<file path="src/rtl/issue_stall_ctrl_pkg.sv">
// Shared types and constants for the issue/stall controller:
// opcodes, FSM states, decoded-instruction and scoreboard entry formats.
package hdu_pkg;

    localparam int NUM_INSTR = 8;
    localparam int HAZ_WIN   = 2;
    localparam int CNT_W     = 8;
    localparam int IDX_W     = $clog2(NUM_INSTR);
    localparam int DRAIN_W   = (HAZ_WIN > 1) ? $clog2(HAZ_WIN) : 1;

    localparam logic [1:0] OPC_NOP = 2'b00;
    localparam logic [1:0] OPC_MEM = 2'b01;
    localparam logic [1:0] OPC_SWP = 2'b10;
    localparam logic [1:0] OPC_ALU = 2'b11;

    typedef enum logic [2:0] {
        IDLE,
        LOAD,
        RUN,
        DRAIN,
        DONE
    } state_e;

    typedef struct packed {
        logic [2:0] rs;
        logic [2:0] rd;
        logic       writes;
        logic       reads_rd;
    } decoded_t;

    typedef struct packed {
        logic       valid;
        logic [2:0] rd;
    } sb_entry_t;

endpackage

</file>
<file path="src/rtl/issue_stall_ctrl_if.sv">
// Load and issue handshake bundle between the instruction source,
// the stall controller and the pipeline fetch stage.
interface issue_stall_ctrl_if;
    import hdu_pkg::*;

    logic             start;
    logic             in_valid;
    logic [7:0]       in_byte;
    logic             in_ready;
    logic             pipe_ready;
    logic             issue_valid;
    logic [7:0]       issue_instr;
    logic [IDX_W-1:0] issue_idx;
    logic             stall;
    logic             busy;
    logic             done;
    logic [CNT_W-1:0] stall_count;

    modport master (
        output start, in_valid, in_byte, pipe_ready,
        input  in_ready, issue_valid, issue_instr, issue_idx,
               stall, busy, done, stall_count
    );

    modport slave (
        input  start, in_valid, in_byte, pipe_ready,
        output in_ready, issue_valid, issue_instr, issue_idx,
               stall, busy, done, stall_count
    );

endinterface

</file>
<file path="src/rtl/issue_stall_ctrl_instr_decode.sv">
// Combinational field decode of one 8-bit instruction into source,
// destination and read/write flags.
module instr_decode
    import hdu_pkg::*;
(
    input  logic [7:0] instr,
    output decoded_t   dec
);

    // SWP stores its fields swapped relative to every other opcode
    always_comb begin
        dec          = '0;
        dec.rd       = instr[5:3];
        dec.rs       = instr[2:0];
        dec.writes   = 1'b1;
        dec.reads_rd = 1'b0;
        unique case (instr[7:6])
            OPC_NOP: dec.writes = 1'b0;
            OPC_MEM: dec.reads_rd = 1'b1;
            OPC_SWP: begin
                dec.rs = instr[5:3];
                dec.rd = instr[2:0];
            end
            OPC_ALU: dec.writes = 1'b1;
        endcase
    end

endmodule

</file>
<file path="src/rtl/issue_stall_ctrl.sv">
// Loads an 8-instruction program byte-serially, then issues it in order,
// inserting bubbles while a RAW hazard against the in-flight window exists.
module issue_stall_ctrl
    import hdu_pkg::*;
(
    input  logic               clk,
    input  logic               rst,
    issue_stall_ctrl_if.slave  bus
);

    state_e              state, state_next;
    logic [7:0]          instr_buf [NUM_INSTR];
    logic [IDX_W-1:0]    pc;
    logic [IDX_W-1:0]    load_cnt;
    logic [DRAIN_W-1:0]  drain_cnt;
    sb_entry_t           sb [HAZ_WIN];
    sb_entry_t           sb_in;
    logic                sb_shift;
    decoded_t            cur_dec;
    logic                hazard;

    logic                issue_valid_q;
    logic [7:0]          issue_instr_q;
    logic [IDX_W-1:0]    issue_idx_q;
    logic                stall_q;
    logic                done_q;
    logic [CNT_W-1:0]    stall_count_q;

    instr_decode u_decode (
        .instr (instr_buf[pc]),
        .dec   (cur_dec)
    );

    always_comb begin
        hazard = 1'b0;
        for (int i = 0; i < HAZ_WIN; i++) begin
            if (sb[i].valid &&
                ((sb[i].rd == cur_dec.rs) ||
                 (cur_dec.reads_rd && (sb[i].rd == cur_dec.rd)))) begin
                hazard = 1'b1;
            end
        end
    end

    always_comb begin
        state_next = state;
        sb_shift   = 1'b0;
        sb_in      = '0;
        unique case (state)
            IDLE: if (bus.start) state_next = LOAD;
            LOAD: if (bus.in_valid && (load_cnt == IDX_W'(NUM_INSTR - 1))) state_next = RUN;
            RUN: if (bus.pipe_ready) begin
                sb_shift = 1'b1;
                if (!hazard) begin
                    sb_in = '{valid: cur_dec.writes, rd: cur_dec.rd};
                    if (pc == IDX_W'(NUM_INSTR - 1)) state_next = DRAIN;
                end
            end
            DRAIN: if (bus.pipe_ready) begin
                sb_shift = 1'b1;
                if (drain_cnt == DRAIN_W'(HAZ_WIN - 1)) state_next = DONE;
            end
            DONE: state_next = IDLE;
        endcase
    end

    // Program storage is deliberately left out of reset
    always_ff @(posedge clk) begin
        if (state == LOAD && bus.in_valid) begin
            instr_buf[load_cnt] <= bus.in_byte;
        end
    end

    always_ff @(posedge clk) begin
        if (rst) begin
            for (int i = 0; i < HAZ_WIN; i++) sb[i] <= '0;
        end else if (sb_shift) begin
            for (int i = HAZ_WIN - 1; i > 0; i--) sb[i] <= sb[i-1];
            sb[0] <= sb_in;
        end
    end

    always_ff @(posedge clk) begin
        if (rst) begin
            state         <= IDLE;
            pc            <= '0;
            load_cnt      <= '0;
            drain_cnt     <= '0;
            issue_valid_q <= 1'b0;
            issue_instr_q <= '0;
            issue_idx_q   <= '0;
            stall_q       <= 1'b0;
            done_q        <= 1'b0;
            stall_count_q <= '0;
        end else begin
            state  <= state_next;
            done_q <= (state == DONE);
            unique case (state)
                IDLE: if (bus.start) begin
                    pc            <= '0;
                    load_cnt      <= '0;
                    drain_cnt     <= '0;
                    stall_count_q <= '0;
                end
                LOAD: if (bus.in_valid) load_cnt <= load_cnt + IDX_W'(1);
                RUN: if (bus.pipe_ready) begin
                    if (hazard) begin
                        issue_valid_q <= 1'b0;
                        stall_q       <= 1'b1;
                        if (stall_count_q != {CNT_W{1'b1}}) begin
                            stall_count_q <= stall_count_q + CNT_W'(1);
                        end
                    end else begin
                        issue_valid_q <= 1'b1;
                        stall_q       <= 1'b0;
                        issue_instr_q <= instr_buf[pc];
                        issue_idx_q   <= pc;
                        pc            <= pc + IDX_W'(1);
                    end
                end
                DRAIN: if (bus.pipe_ready) begin
                    issue_valid_q <= 1'b0;
                    stall_q       <= 1'b0;
                    drain_cnt     <= drain_cnt + DRAIN_W'(1);
                end
                DONE: ;
            endcase
        end
    end

    assign bus.in_ready    = (state == LOAD);
    assign bus.busy        = (state != IDLE);
    assign bus.issue_valid = issue_valid_q;
    assign bus.issue_instr = issue_instr_q;
    assign bus.issue_idx   = issue_idx_q;
    assign bus.stall       = stall_q;
    assign bus.done        = done_q;
    assign bus.stall_count = stall_count_q;

endmodule

</file>
<file path="src/flat_wrapper.sv">
// flat-port wrapper written by rule: the top's interface ports become plain ports
module issue_stall_ctrl_flat import hdu_pkg::*;
  (clk, rst, bus_start, bus_in_valid, bus_in_byte, bus_pipe_ready, bus_in_ready, bus_issue_valid, bus_issue_instr, bus_issue_idx, bus_stall, bus_busy, bus_done, bus_stall_count);
  issue_stall_ctrl_if bus_i ();
  input  logic clk;
  input  logic rst;
  input wire logic [$bits(bus_i.start)-1:0] bus_start;
  input wire logic [$bits(bus_i.in_valid)-1:0] bus_in_valid;
  input wire logic [$bits(bus_i.in_byte)-1:0] bus_in_byte;
  input wire logic [$bits(bus_i.pipe_ready)-1:0] bus_pipe_ready;
  output wire logic [$bits(bus_i.in_ready)-1:0] bus_in_ready;
  output wire logic [$bits(bus_i.issue_valid)-1:0] bus_issue_valid;
  output wire logic [$bits(bus_i.issue_instr)-1:0] bus_issue_instr;
  output wire logic [$bits(bus_i.issue_idx)-1:0] bus_issue_idx;
  output wire logic [$bits(bus_i.stall)-1:0] bus_stall;
  output wire logic [$bits(bus_i.busy)-1:0] bus_busy;
  output wire logic [$bits(bus_i.done)-1:0] bus_done;
  output wire logic [$bits(bus_i.stall_count)-1:0] bus_stall_count;
  assign bus_i.start = bus_start;
  assign bus_i.in_valid = bus_in_valid;
  assign bus_i.in_byte = bus_in_byte;
  assign bus_i.pipe_ready = bus_pipe_ready;
  assign bus_in_ready = bus_i.in_ready;
  assign bus_issue_valid = bus_i.issue_valid;
  assign bus_issue_instr = bus_i.issue_instr;
  assign bus_issue_idx = bus_i.issue_idx;
  assign bus_stall = bus_i.stall;
  assign bus_busy = bus_i.busy;
  assign bus_done = bus_i.done;
  assign bus_stall_count = bus_i.stall_count;
  issue_stall_ctrl u_core (.clk(clk), .rst(rst), .bus(bus_i));
endmodule
</file>
<file path="config.mk">
export PLATFORM = sky130hd
export DESIGN_NAME = issue_stall_ctrl_flat
export DESIGN_NICKNAME = d
export VERILOG_FILES = /design/src/rtl/issue_stall_ctrl_pkg.sv /design/src/rtl/issue_stall_ctrl_if.sv /design/src/rtl/issue_stall_ctrl_instr_decode.sv /design/src/rtl/issue_stall_ctrl.sv /design/src/flat_wrapper.sv
export SDC_FILE = /design/constraint.sdc
export NUM_CORES = 1
export LEC_CHECK = 0
export BUFFER_PORTS_ARGS = -buffer_cell sky130_fd_sc_hd__buf_4
export CORE_MARGIN = 4
export CORE_UTILIZATION = 35
export CTS_CLUSTER_DIAMETER = 150
export CTS_CLUSTER_SIZE = 12
export DETAILED_ROUTE_END_ITERATION = 12
export SETUP_SLACK_MARGIN = 0.1
export SLEW_MARGIN = 20
export SYNTH_ARGS = -nofsm -noshare
export SYNTH_HDL_FRONTEND = slang
export SYNTH_HIERARCHICAL = 1
export SYNTH_SLANG_ARGS = --single-unit
</file>
<file path="constraint.sdc">
create_clock -name clk -period 8.1 [get_ports clk]
set_input_delay 0.405 -clock clk [delete_from_list [all_inputs] [get_ports clk]]
set_output_delay 0.405 -clock clk [all_outputs]
set_load 0.05 [all_outputs]
</file>
==> metrics <==
status=complete, no violations; DRC viols=0; RSZ-0062 raised after global routing=false; layout cells sized above 1=23.0%; vias post-DR=2,797; final worst path period share=51.5%; Post-CTS Setup Inserts=0; fin. max-slew vios=0; drt first pass iters=4; Worst-path clk slew=0.06 ns; wire length per cell=17.1 um; Power Density=197 nW/um^2; Pleak=1.76 nW; Layout Area Growth over Synthesis=15.3%; die width=122 um; Syn Nets=356; syn avg cell area=13.5 um^2; row cnt=41; n_diodes=0; CP Capture Type=flop; peak supply drop=0.103 mV; Antenna Nets Post-Route=0; CTS buffer count=9; Post-synth EDFFs=72; register area share after synthesis=62.6%; Post-Syn Area=4580 um^2; met3 GRT Util=3.32%; post-DR vias/cell=5.12; synth warn=6; Crit path largest cell delay=0.69 ns; number of global-route vias before repair=2,730; hold crit path type=primary input to flop; ys flop type=edfxtp_1; final core occ=41.5%; CP bufs+invs=1; CTS tree=yes; initial antenna violation count=0; GRT Util Overall=13.0%; CTS Sinks=107; grt met1 use=17.9%; library cells used by synthesis=42; crit start category=flop; most frequent cells in the layout=edfxtp_1 (72), buf_4 (37), dfxtp_1 (35), nor2_1 (29), nand2_1 (27); Worst Tran Pin Value=1.02 ns; Critical Path, Cell by Cell=buf_4 -> mux4_2 -> mux2_2 -> nor2b_4 -> mux2_2 -> xor2_1 -> nor4_1 -> a41oi_1 -> and3_1 -> and3_1; largest net degree at the start of global routing=37; asr flop ratio synth=0%; final setup fails=0; Most Used Layer, Global Route=met2; die area=15,000 um^2; leading area contributor after synthesis=edfxtp_1; root buf cell=clkbuf_16; Ports=37; Yosys top cell area share=47.3%; starting DRC count in detailed routing=143; H-tree depth=3; hpwl dp=6380 um; Worst path slowest cell=dfxtp_1; starting density of the core=36.0%; WP data arrival=4.27 ns; Max Clock Freq=0.240 GHz; Worst-Skew Late Latency=0.34 ns; Die Height=122 um; Crit Path Category=flop to flop; worst rel slew slack=31.6%; final hold violation count=0; clock buffer depth=2; core region area=12,700 um^2; commonest non-fill, non-tap cell in the layout=edfxtp_1; total wire length=9320 um; Max Cap Violations=0; final global-route overflow total=0; PortBufs=36; nets@finish=389; crit-path leading delay family=simple AND/OR/NAND/NOR gates; first-pass GRT wire length=14,400 um; Hold Buf Count CTS=0; routing usage on met2=19.6%; post_cts resized=0; synthesized flop and latch total=107; worst hold margin=0.295 ns; CP max FO=19; min cycle time layout=4.17 ns; cells after synthesis=338; skew final=0.00703 ns; worst path required time=8.20 ns; leading post-synthesis cells by cell area=edfxtp_1 (47%), dfxtp_1 (15%), mux4_2 (7.9%); placer congestion estimate=0.852; Setup TNS Final=0 ns
registers in the layout, indices dropped and copies added (netlist names), named ones only:
name	count
u_core/drain_cnt	1
u_core/bus.done	1
u_core/bus.stall	1
u_core/bus.issue_idx	3
u_core/bus.issue_instr	8
u_core/sb	8
u_core/pc	3
u_core/instr_buf	64
u_core/load_cnt	3
u_core/bus.issue_valid	1
u_core/bus.stall_count	8
u_core/state	3
cell usage after synthesis (7+ instances only):
cell / number
o21ai_0: 7
dfxtp_1: 35
nand2_1: 27
edfxtp_1: 72
nand3_1: 10
xor2_1: 7
nand2b_1: 7
mux2_2: 14
nor2_1: 29
a21oi_1: 19
mux2i_1: 14
mux4_2: 16
through the flow:
step / instance area (um^2) / instances / power, mW / setup slack, ns
6_report: 5280 / 546 / 1.04 / 3.93
5_1_grt: 5280 / 546 / 1.08 / 3.63
4_1_cts: 5280 / 546 / 1.05 / 3.89
3_5_place_dp: 5000 / 532 / 0.644 / 3.89
3_3_place_gp: 5000 / 532 / 0.644 / 3.96
2_1_floorplan: 4580 / 338 / 0.628 / 4.46
kinds of logic (layout without fill, tap and decap cells):
logic type	after synthesis	in the layout	synth area share, %
mux	44	44	14.4
buf+inv	18	54	1.86
flops	107	107	62.6
compound gates	41	41	5.33
xor+xnor	13	13	2.49
simple gates	110	110	12.0
fa+ha+maj	5	5	1.37
path summary, 6_finish.rpt:
path,start,to,slack (ns),cells after the start
max,flop,u_core/sb[0][2]$_SDFFCE_PP0P_,3.93,10
min,bus_in_byte[4],u_core/instr_buf[1][4]$_DFFE_PP_,0.29,1
max reg2reg,flop,u_core/sb[0][2]$_SDFFCE_PP0P_,3.93,10
min reg2reg,u_core/bus.issue_valid$_SDFFE_PP0P_,u_core/bus.issue_valid$_SDFFE_PP0P_,0.47,2
metal layers:
layer	part of all wire, %	vias to the layer above
li1	-	1336
met1	49	1386
met2	45	59
met3	3.6	16
met4	2.1	0
met5	0	-
power by group:
part | internal (mW) | switching, mW | leakage, nW | total (mW)
combinational | 0.0159 | 0.0264 | 0.691 | 0.0423
clock | 0.232 | 0.176 | 0.130 | 0.408
sequential | 0.587 | 0.00375 | 0.939 | 0.590
area by class of cell:
class / count / area [um^2]
fillers: 1188 / 7450
flip-flops and latches: 107 / 2860
multi-input cells: 213 / 1640
repair buffers: 37 / 278
clock buffers: 9 / 225
well taps: 172 / 215
clock inverters: 5 / 46.3
inverters: 3 / 11.3
(Power assumes the default switching activity.)
